File: config.mk
export PLATFORM = sky130hd
export DESIGN_NAME = alu_seq_ctrl_flat
export DESIGN_NICKNAME = d
export VERILOG_FILES = /design/src/rtl/alu_seq_pkg.sv /design/src/rtl/alu_seq_ctrl_if.sv /design/src/rtl/alu_rr_arb2.sv /design/src/rtl/alu_seq_ctrl.sv /design/src/flat_wrapper.sv
export SDC_FILE = /design/constraint.sdc
export NUM_CORES = 1
export LEC_CHECK = 0
export BUFFER_PORTS_ARGS = -buffer_cell sky130_fd_sc_hd__buf_4
export CAP_MARGIN = 25
export CORE_AREA = 2 2 424 426
export CTS_CLUSTER_DIAMETER = 60
export DETAILED_ROUTE_END_ITERATION = 6
export DIE_AREA = 0 0 426 428
export SLEW_MARGIN = 40
export SYNTH_ARGS = -nofsm -noshare
export SYNTH_HDL_FRONTEND = slang
export SYNTH_HIERARCHICAL = 1
export SYNTH_SLANG_ARGS = --single-unit
File: constraint.sdc
create_clock -name clk -period 3.5 [get_ports clk]
set_input_delay 0.175 -clock clk [delete_from_list [all_inputs] [get_ports clk]]
set_output_delay 0.175 -clock clk [all_outputs]
set_load 0.05 [all_outputs]
File: src/rtl/alu_seq_pkg.sv
// Shared opcodes, flag layout and FSM encoding for the ALU sequencing front-end.
package alu_seq_pkg;

  localparam int unsigned OPW  = 4;
  localparam int unsigned FLGW = 4;
  localparam int unsigned CNTW = 4;

  localparam logic [OPW-1:0] OP_ROL       = 4'd0;
  localparam logic [OPW-1:0] OP_ROR       = 4'd1;
  localparam logic [OPW-1:0] OP_MAX       = 4'd2;
  localparam logic [OPW-1:0] OP_MIN       = 4'd3;
  localparam logic [OPW-1:0] OP_DIV       = 4'd4;
  localparam logic [OPW-1:0] OP_SGE       = 4'd5;
  localparam logic [OPW-1:0] OP_OR        = 4'd6;
  localparam logic [OPW-1:0] OP_SGT       = 4'd7;
  localparam logic [OPW-1:0] OP_LEGAL_MAX = 4'd7;

  localparam int unsigned FLG_CARRY = 3;
  localparam int unsigned FLG_ZERO  = 2;
  localparam int unsigned FLG_OVF   = 1;
  localparam int unsigned FLG_SIGN  = 0;

  // Field order matches the FLG_* bit indices.
  typedef struct packed {
    logic carry;
    logic zero;
    logic ovf;
    logic sign;
  } flags_t;

  typedef enum logic [1:0] {
    ST_IDLE = 2'd0,
    ST_HOLD = 2'd1,
    ST_RESP = 2'd2
  } state_e;

  function automatic logic op_legal(input logic [OPW-1:0] op);
    return op <= OP_LEGAL_MAX;
  endfunction

endpackage

File: src/rtl/alu_seq_ctrl_if.sv
// Request, response and ALU-side signal bundle; master = issue/consumer/ALU side, slave = sequencer.
interface alu_seq_ctrl_if #(
  parameter int unsigned WIDTH = 128,
  parameter int unsigned SHW   = 5,
  parameter int unsigned TAGW  = 4
);
  logic             req0_valid;
  logic             req0_ready;
  logic [3:0]       req0_opcode;
  logic [WIDTH-1:0] req0_a;
  logic [WIDTH-1:0] req0_b;
  logic [SHW-1:0]   req0_shamt;
  logic [TAGW-1:0]  req0_tag;

  logic             req1_valid;
  logic             req1_ready;
  logic [3:0]       req1_opcode;
  logic [WIDTH-1:0] req1_a;
  logic [WIDTH-1:0] req1_b;
  logic [SHW-1:0]   req1_shamt;
  logic [TAGW-1:0]  req1_tag;

  logic             rsp_valid;
  logic             rsp_ready;
  logic [WIDTH-1:0] rsp_result;
  logic [3:0]       rsp_flags;
  logic             rsp_src;
  logic [TAGW-1:0]  rsp_tag;
  logic             rsp_err;

  logic [3:0]       alu_opcode;
  logic [WIDTH-1:0] alu_in1;
  logic [WIDTH-1:0] alu_in2;
  logic [SHW-1:0]   alu_shift;
  logic [WIDTH-1:0] alu_result;
  logic             alu_carry;
  logic             alu_zero;
  logic             alu_ovf;
  logic             alu_sign;

  modport slave (
    input  req0_valid, req0_opcode, req0_a, req0_b, req0_shamt, req0_tag,
    output req0_ready,
    input  req1_valid, req1_opcode, req1_a, req1_b, req1_shamt, req1_tag,
    output req1_ready,
    output rsp_valid, rsp_result, rsp_flags, rsp_src, rsp_tag, rsp_err,
    input  rsp_ready,
    output alu_opcode, alu_in1, alu_in2, alu_shift,
    input  alu_result, alu_carry, alu_zero, alu_ovf, alu_sign
  );

  modport master (
    output req0_valid, req0_opcode, req0_a, req0_b, req0_shamt, req0_tag,
    input  req0_ready,
    output req1_valid, req1_opcode, req1_a, req1_b, req1_shamt, req1_tag,
    input  req1_ready,
    input  rsp_valid, rsp_result, rsp_flags, rsp_src, rsp_tag, rsp_err,
    output rsp_ready,
    input  alu_opcode, alu_in1, alu_in2, alu_shift,
    output alu_result, alu_carry, alu_zero, alu_ovf, alu_sign
  );
endinterface

File: src/rtl/alu_rr_arb2.sv
// Two-input round-robin arbiter: combinational one-hot grant, pointer flips to the loser on contention.
module alu_rr_arb2 (
  input  logic       clk,
  input  logic       rst,
  input  logic [1:0] req_i,
  input  logic       advance_i,
  output logic [1:0] gnt_o
);

  logic ptr_q, ptr_d;

  always_comb begin
    gnt_o = 2'b00;
    ptr_d = ptr_q;
    case (req_i)
      2'b01:   gnt_o = 2'b01;
      2'b10:   gnt_o = 2'b10;
      2'b11: begin
        gnt_o = ptr_q ? 2'b10 : 2'b01;
        if (advance_i) ptr_d = ~ptr_q;
      end
      default: gnt_o = 2'b00;
    endcase
  end

  always_ff @(posedge clk) begin
    if (rst) ptr_q <= 1'b0;
    else     ptr_q <= ptr_d;
  end

endmodule

File: src/rtl/alu_seq_ctrl.sv
// Arbitrates two requesters onto one shared ALU, holds operands for an op-dependent time, registers the response.
// Optional ALU_SEQ_STATS_EN adds saturating handshake/error counters (stat_ops, stat_err).
module alu_seq_ctrl
  import alu_seq_pkg::*;
#(
  parameter int unsigned WIDTH    = 128,
  parameter int unsigned SHW      = 5,
  parameter int unsigned TAGW     = 4,
  parameter int unsigned DIV_LAT  = 4,
  parameter int unsigned BASE_LAT = 1
) (
  input  logic              clk,
  input  logic              rst,
  alu_seq_ctrl_if.slave     bus,
  output logic              busy
`ifdef ALU_SEQ_STATS_EN
  ,
  output logic [31:0]       stat_ops,
  output logic [15:0]       stat_err
`endif
);

  state_e           state_q, state_d;
  logic [CNTW-1:0]  cnt_q, cnt_d;
  logic [3:0]       alu_op_q, alu_op_d;
  logic [WIDTH-1:0] alu_in1_q, alu_in1_d;
  logic [WIDTH-1:0] alu_in2_q, alu_in2_d;
  logic [SHW-1:0]   alu_sh_q, alu_sh_d;
  logic             rsp_valid_q, rsp_valid_d;
  logic [WIDTH-1:0] rsp_result_q, rsp_result_d;
  flags_t           rsp_flags_q, rsp_flags_d;
  logic             rsp_src_q, rsp_src_d;
  logic [TAGW-1:0]  rsp_tag_q, rsp_tag_d;
  logic             rsp_err_q, rsp_err_d;

  logic [1:0]       gnt;
  logic             idle;
  logic             gsel;
  logic [3:0]       sel_op;
  logic [WIDTH-1:0] sel_a, sel_b;
  logic [SHW-1:0]   sel_sh;
  logic [TAGW-1:0]  sel_tag;

  assign idle = (state_q == ST_IDLE);
  assign gsel = gnt[1];

  alu_rr_arb2 u_arb (
    .clk       (clk),
    .rst       (rst),
    .req_i     ({bus.req1_valid, bus.req0_valid}),
    .advance_i (idle),
    .gnt_o     (gnt)
  );

  // Granted requester's command fields.
  always_comb begin
    sel_op  = gsel ? bus.req1_opcode : bus.req0_opcode;
    sel_a   = gsel ? bus.req1_a      : bus.req0_a;
    sel_b   = gsel ? bus.req1_b      : bus.req0_b;
    sel_sh  = gsel ? bus.req1_shamt  : bus.req0_shamt;
    sel_tag = gsel ? bus.req1_tag    : bus.req0_tag;
  end

  always_comb begin
    state_d      = state_q;
    cnt_d        = cnt_q;
    alu_op_d     = alu_op_q;
    alu_in1_d    = alu_in1_q;
    alu_in2_d    = alu_in2_q;
    alu_sh_d     = alu_sh_q;
    rsp_valid_d  = rsp_valid_q;
    rsp_result_d = rsp_result_q;
    rsp_flags_d  = rsp_flags_q;
    rsp_src_d    = rsp_src_q;
    rsp_tag_d    = rsp_tag_q;
    rsp_err_d    = rsp_err_q;
    case (state_q)
      ST_IDLE: begin
        if (gnt != 2'b00) begin
          rsp_src_d = gsel;
          rsp_tag_d = sel_tag;
          if (op_legal(sel_op)) begin
            alu_op_d  = sel_op;
            alu_in1_d = sel_a;
            alu_in2_d = sel_b;
            alu_sh_d  = sel_sh;
            cnt_d     = (sel_op == OP_DIV) ? CNTW'(DIV_LAT - 1) : CNTW'(BASE_LAT - 1);
            state_d   = ST_HOLD;
          end else begin
            // Illegal ops never reach the ALU; answer immediately with an error.
            rsp_err_d    = 1'b1;
            rsp_result_d = '0;
            rsp_flags_d  = '0;
            rsp_valid_d  = 1'b1;
            state_d      = ST_RESP;
          end
        end
      end
      ST_HOLD: begin
        if (cnt_q != '0) begin
          cnt_d = cnt_q - CNTW'(1);
        end else begin
          rsp_result_d = bus.alu_result;
          rsp_flags_d  = '{carry: bus.alu_carry, zero: bus.alu_zero,
                           ovf: bus.alu_ovf, sign: bus.alu_sign};
          rsp_err_d    = 1'b0;
          rsp_valid_d  = 1'b1;
          state_d      = ST_RESP;
        end
      end
      ST_RESP: begin
        if (bus.rsp_ready) begin
          rsp_valid_d = 1'b0;
          state_d     = ST_IDLE;
        end
      end
      default: state_d = ST_IDLE;
    endcase
  end

  always_ff @(posedge clk) begin
    if (rst) begin
      state_q      <= ST_IDLE;
      cnt_q        <= '0;
      alu_op_q     <= '0;
      alu_in1_q    <= '0;
      alu_in2_q    <= '0;
      alu_sh_q     <= '0;
      rsp_valid_q  <= 1'b0;
      rsp_result_q <= '0;
      rsp_flags_q  <= '0;
      rsp_src_q    <= 1'b0;
      rsp_tag_q    <= '0;
      rsp_err_q    <= 1'b0;
    end else begin
      state_q      <= state_d;
      cnt_q        <= cnt_d;
      alu_op_q     <= alu_op_d;
      alu_in1_q    <= alu_in1_d;
      alu_in2_q    <= alu_in2_d;
      alu_sh_q     <= alu_sh_d;
      rsp_valid_q  <= rsp_valid_d;
      rsp_result_q <= rsp_result_d;
      rsp_flags_q  <= rsp_flags_d;
      rsp_src_q    <= rsp_src_d;
      rsp_tag_q    <= rsp_tag_d;
      rsp_err_q    <= rsp_err_d;
    end
  end

  assign bus.req0_ready = idle & gnt[0];
  assign bus.req1_ready = idle & gnt[1];
  assign bus.rsp_valid  = rsp_valid_q;
  assign bus.rsp_result = rsp_result_q;
  assign bus.rsp_flags  = rsp_flags_q;
  assign bus.rsp_src    = rsp_src_q;
  assign bus.rsp_tag    = rsp_tag_q;
  assign bus.rsp_err    = rsp_err_q;
  assign bus.alu_opcode = alu_op_q;
  assign bus.alu_in1    = alu_in1_q;
  assign bus.alu_in2    = alu_in2_q;
  assign bus.alu_shift  = alu_sh_q;
  assign busy           = ~idle;

`ifdef ALU_SEQ_STATS_EN
  logic [31:0] stat_ops_q;
  logic [15:0] stat_err_q;
  logic        hs;

  assign hs = (state_q == ST_RESP) & bus.rsp_ready;

  // Saturating counters of completed response handshakes.
  always_ff @(posedge clk) begin
    if (rst) begin
      stat_ops_q <= '0;
      stat_err_q <= '0;
    end else if (hs) begin
      if (stat_ops_q != '1)              stat_ops_q <= stat_ops_q + 32'd1;
      if (rsp_err_q && stat_err_q != '1) stat_err_q <= stat_err_q + 16'd1;
    end
  end

  assign stat_ops = stat_ops_q;
  assign stat_err = stat_err_q;
`endif

endmodule
File: src/flat_wrapper.sv
// flat-port wrapper written by rule: the top's interface ports become plain ports
module alu_seq_ctrl_flat import alu_seq_pkg::*;
#(
  parameter int unsigned WIDTH    = 128,
  parameter int unsigned SHW      = 5,
  parameter int unsigned TAGW     = 4,
  parameter int unsigned DIV_LAT  = 4,
  parameter int unsigned BASE_LAT = 1
)
  (clk, rst, busy, bus_req0_valid, bus_req0_opcode, bus_req0_a, bus_req0_b, bus_req0_shamt, bus_req0_tag, bus_req0_ready, bus_req1_valid, bus_req1_opcode, bus_req1_a, bus_req1_b, bus_req1_shamt, bus_req1_tag, bus_req1_ready, bus_rsp_valid, bus_rsp_result, bus_rsp_flags, bus_rsp_src, bus_rsp_tag, bus_rsp_err, bus_rsp_ready, bus_alu_opcode, bus_alu_in1, bus_alu_in2, bus_alu_shift, bus_alu_result, bus_alu_carry, bus_alu_zero, bus_alu_ovf, bus_alu_sign);
  alu_seq_ctrl_if #(.WIDTH(WIDTH), .SHW(SHW), .TAGW(TAGW)) bus_i ();
  input  logic clk;
  input  logic rst;
  output logic busy;
  input wire logic [$bits(bus_i.req0_valid)-1:0] bus_req0_valid;
  input wire logic [$bits(bus_i.req0_opcode)-1:0] bus_req0_opcode;
  input wire logic [$bits(bus_i.req0_a)-1:0] bus_req0_a;
  input wire logic [$bits(bus_i.req0_b)-1:0] bus_req0_b;
  input wire logic [$bits(bus_i.req0_shamt)-1:0] bus_req0_shamt;
  input wire logic [$bits(bus_i.req0_tag)-1:0] bus_req0_tag;
  output wire logic [$bits(bus_i.req0_ready)-1:0] bus_req0_ready;
  input wire logic [$bits(bus_i.req1_valid)-1:0] bus_req1_valid;
  input wire logic [$bits(bus_i.req1_opcode)-1:0] bus_req1_opcode;
  input wire logic [$bits(bus_i.req1_a)-1:0] bus_req1_a;
  input wire logic [$bits(bus_i.req1_b)-1:0] bus_req1_b;
  input wire logic [$bits(bus_i.req1_shamt)-1:0] bus_req1_shamt;
  input wire logic [$bits(bus_i.req1_tag)-1:0] bus_req1_tag;
  output wire logic [$bits(bus_i.req1_ready)-1:0] bus_req1_ready;
  output wire logic [$bits(bus_i.rsp_valid)-1:0] bus_rsp_valid;
  output wire logic [$bits(bus_i.rsp_result)-1:0] bus_rsp_result;
  output wire logic [$bits(bus_i.rsp_flags)-1:0] bus_rsp_flags;
  output wire logic [$bits(bus_i.rsp_src)-1:0] bus_rsp_src;
  output wire logic [$bits(bus_i.rsp_tag)-1:0] bus_rsp_tag;
  output wire logic [$bits(bus_i.rsp_err)-1:0] bus_rsp_err;
  input wire logic [$bits(bus_i.rsp_ready)-1:0] bus_rsp_ready;
  output wire logic [$bits(bus_i.alu_opcode)-1:0] bus_alu_opcode;
  output wire logic [$bits(bus_i.alu_in1)-1:0] bus_alu_in1;
  output wire logic [$bits(bus_i.alu_in2)-1:0] bus_alu_in2;
  output wire logic [$bits(bus_i.alu_shift)-1:0] bus_alu_shift;
  input wire logic [$bits(bus_i.alu_result)-1:0] bus_alu_result;
  input wire logic [$bits(bus_i.alu_carry)-1:0] bus_alu_carry;
  input wire logic [$bits(bus_i.alu_zero)-1:0] bus_alu_zero;
  input wire logic [$bits(bus_i.alu_ovf)-1:0] bus_alu_ovf;
  input wire logic [$bits(bus_i.alu_sign)-1:0] bus_alu_sign;
  assign bus_i.req0_valid = bus_req0_valid;
  assign bus_i.req0_opcode = bus_req0_opcode;
  assign bus_i.req0_a = bus_req0_a;
  assign bus_i.req0_b = bus_req0_b;
  assign bus_i.req0_shamt = bus_req0_shamt;
  assign bus_i.req0_tag = bus_req0_tag;
  assign bus_req0_ready = bus_i.req0_ready;
  assign bus_i.req1_valid = bus_req1_valid;
  assign bus_i.req1_opcode = bus_req1_opcode;
  assign bus_i.req1_a = bus_req1_a;
  assign bus_i.req1_b = bus_req1_b;
  assign bus_i.req1_shamt = bus_req1_shamt;
  assign bus_i.req1_tag = bus_req1_tag;
  assign bus_req1_ready = bus_i.req1_ready;
  assign bus_rsp_valid = bus_i.rsp_valid;
  assign bus_rsp_result = bus_i.rsp_result;
  assign bus_rsp_flags = bus_i.rsp_flags;
  assign bus_rsp_src = bus_i.rsp_src;
  assign bus_rsp_tag = bus_i.rsp_tag;
  assign bus_rsp_err = bus_i.rsp_err;
  assign bus_i.rsp_ready = bus_rsp_ready;
  assign bus_alu_opcode = bus_i.alu_opcode;
  assign bus_alu_in1 = bus_i.alu_in1;
  assign bus_alu_in2 = bus_i.alu_in2;
  assign bus_alu_shift = bus_i.alu_shift;
  assign bus_i.alu_result = bus_alu_result;
  assign bus_i.alu_carry = bus_alu_carry;
  assign bus_i.alu_zero = bus_alu_zero;
  assign bus_i.alu_ovf = bus_alu_ovf;
  assign bus_i.alu_sign = bus_alu_sign;
  alu_seq_ctrl #(.WIDTH(WIDTH), .SHW(SHW), .TAGW(TAGW), .DIV_LAT(DIV_LAT), .BASE_LAT(BASE_LAT)) u_core (.clk(clk), .rst(rst), .bus(bus_i), .busy(busy));
endmodule
==> results.py <==
metrics = {
    "routing": {
        "route.detailed.drc": 0,
        "wl_met2_um": 60600,
        "top_layer": "met5",
        "antenna_left": 0,
        "first_pass_iters": 5,
        "wirelength_um": 131000,
        "drt_iter0_markers": 1275,
        "met3_length_um": 18700,
        "wl_per_cell_um": 23.0,
        "num_vias": 20300,
        "wl_met1_um": 44900,
        "routed_via_density": 3.56,
    },
    "sta": {
        "slew_headroom_pct": 36.5,
        "worst_slew_pin_slew_ns": 0.953,
        "setup-violations-final": 0,
        "timing.hold.ws_ns": 0.0630,
        "fin_skew_ns": 0.0338,
        "fin_crit_sh_pct": 90.8,
        "fmax_ghz": 0.315,
        "rsz0062_at_grt": "no",
        "maxSlewViolCount": 0,
        "setup_tns_ns": 0,
        "hold_viol": 0,
        "period_needed_ns": 3.18,
    },
    "critical_path": {
        "crit_chain": "inv_1 > a21boi_4 > buf_12 > buf_12 > mux2i_1 > dlygate4sd3_1 > a211oi_1",
        "path_max_fanout": 90,
        "critPathMostFrequentCell": "buf_12",
        "required_ns": 4.05,
        "worst-path-buf-inv": 4,
        "slowest_delay_ns": 0.66,
        "slowest_stage": "dlygate4sd3_1",
        "critical_path.top_delay_family": "buffers and inverters",
        "startpoint_type": "flip-flop",
        "path_class": "reg2reg",
        "arrival_ns": 3.73,
        "end_kind": "flip-flop",
    },
    "clock_network": {
        "cts_buffer_depth": 3,
        "cts_resized": 0,
        "clock-sinks": 411,
        "clk_latency_ns": 0.68,
        "cts_tree": "yes",
        "clockRootBuffer": "clkbuf_16",
        "cts_max_level": 2,
        "cts_buffers": 57,
        "path_clk_slew_ns": 0.06,
    },
    "global_routing": {
        "grt_max_degree": 144,
        "grt_overflow_total": 0,
        "grt_pass1_wl_um": 171000,
        "antenna_found_initial": 130,
        "grt_pass1_vias": 20700,
        "track_usage_pct": 13.7,
    },
    "floorplan": {
        "coreArea_um2": 178000,
        "num_rows": 155,
        "io_pins": 1082,
        "start_util_pct": 9.27,
        "die_width_um": 426,
        "die_h_um": 428,
        "die_area_um2": 182000,
    },
    "placement": {
        "gp_routability_congestion": 0.934,
        "dp_cells": 4898,
        "dpl.hpwl_um": 106000,
        "port_buffers": 1081,
    },
    "yosys": {
        "synth_top_area_share_pct": 50.0,
        "yosysTopAreaCell": "dfxtp_1",
        "yosysSeqAreaShare_pct": 50.0,
        "synth_common_cells": "dfxtp_1, nor2_1, mux2i_1",
        "mappedNetlistArea_um2": 16500,
        "syn_area_per_cell_um2": 10.5,
        "synth_area_leaders": "dfxtp_1, mux2i_1, a211oi_1",
        "synthCells": 1566,
        "yosysMostFrequentCell": "dfxtp_1",
        "synth_async_sr_flop_share_pct": 0,
        "ys_warn_count": 6,
        "synth.distinct_cells": 45,
        "syn_nets": 2243,
        "synth_ff_type": "dfxtp_1",
        "synth-seq-cells": 411,
        "synth_enable_flop_cells": 0,
    },
    "min_path": {
        "hp-class": "in2reg",
    },
    "power_and_ir_drop": {
        "cellPowerDensity_nw_per_um2": 476,
        "p_leak_nw": 15.1,
        "ir_drop_uv": 327,
    },
    "final_layout": {
        "area_delta_synth_final_pct": 119,
        "nNetsFinal": 3949,
        "fillers": 19300,
        "drive_gt1_share_pct": 38.1,
        "final_cell_count_no_fill": 5711,
    },
    "outcome": {
        "status": "finished, final reports clean",
    },
    "job": {
        "drv_cap": 0,
    },
}
==> layout make-up <==
type	instances	area (um2)	area share [%]
repair buffers	1797	15400	42.7
clock buffers	75	1620	4.48
clock inverters	31	327	0.905
inverters	8	30.0	0.0833
multi-input cells	997	7440	20.6
flip-flops and latches	411	8230	22.8
well taps	2355	2950	8.17
diodes	37	92.6	0.257
==> report_power, final <==
group / internal (mW) / leakage (nW) / switching [mW]
clock: 3.45 / 0.945 / 2.54
sequential: 5.15 / 3.37 / 0.299
combinational: 2.34 / 10.8 / 3.38
==> per-layer routing <==
layer  vias to the layer above  global-route usage (%)
met1                      9500                    13.8
met4                       144                    6.07
li1                       9250                       -
met5                         -                       0
met3                       413                    8.56
met2                       996                    22.3
==> sequential cells by signal (all words and copies together), names as in the netlist <==
register,count
u_core/bus.rsp_flags,4
u_core/bus.alu_in2,128
u_core/u_arb/ptr_q,1
u_core/bus.rsp_src,1
u_core/bus.rsp_valid,1
u_core/bus.alu_opcode,4
u_core/bus.rsp_result,128
u_core/state_q,2
u_core/bus.rsp_tag,4
u_core/bus.alu_shift,5
u_core/bus.alu_in1,128
u_core/bus.rsp_err,1
u_core/cnt_q,4
==> per-stage QoR <==
step / power, mW / instance area, um2 / utilization [%] / setup slack [ns]
6_report: 17.2 / 36100 / 20.3 / 0.322
5_1_grt: 17.8 / 36000 / 20.3 / 0.339
4_1_cts: 17.3 / 36000 / 20.3 / 0.492
3_5_place_dp: 10.4 / 27300 / 15.4 / 0.815
3_3_place_gp: 10.3 / 27300 / 15.4 / 0.904
2_1_floorplan: 8.37 / 16500 / - / 1.61
==> repair_timing <==
| item | CTS | global route |
|---|---|---|
| hold endpoints to repair | 407 | 0 |
| setup buffers | 0 | 0 |
| hold buffers | 670 | 0 |
==> layout by cell type (no fill, tap or decap), types with 2 or more instances in the layout <==
cell	count
a31oi_1	2
clkinv_4	4
a211oi_1	237
inv_6	4
dlygate4sd3_1	670
buf_4	1109
a211oi_2	30
clkinvlp_4	5
clkinv_2	8
mux2i_1	267
or3_1	2
inv_1	8
clkbuf_8	10
buf_12	17
diode_2	37
bufinv_16	2
clkbuf_1	7
a22o_1	132
a21oi_1	9
nand2_1	8
dfxtp_1	411
nand3b_1	3
and2_1	2
clkinv_8	2
nand3_1	3
nor2b_1	2
inv_8	5
nor2_1	272
ha_1	2
clkbuf_16	58
==> kinds of logic (layout without fill, tap and decap cells) <==
logic type      after synthesis  after routing  share of synthesized area, %
compound gates              424            424                          21.1
flops                       411            411                          50.0
simple gates                302            302                          7.32
mux                         269            269                          16.4
buf+inv                     158           1911                          5.04
fa+ha+maj                     2              2                         0.152
other cells                   0             37                             0
==> worst paths after layout <==
path | start | endpoint | slack [ns] | cells past startpoint
min | bus_req0_shamt[4] | u_core/bus.alu_shift[4] | 0.06 | 3
max reg2reg | u_core/u_arb/ptr_q | u_core/bus.alu_in1[47] | 0.32 | 7
max | u_core/u_arb/ptr_q | u_core/bus.alu_in1[47] | 0.32 | 7
min reg2reg | u_core/bus.alu_opcode[2] | u_core/bus.alu_opcode[2] | 0.47 | 2
==> worst register-to-register path: cells and delay by family (launching register included) <==
family,cells,cell delay (ns)
buf+inv,4,1.42
compound gates,2,0.72
mux,1,0.55
flops,1,0.36
No activity file was read; power rests on OpenSTA's default activity.
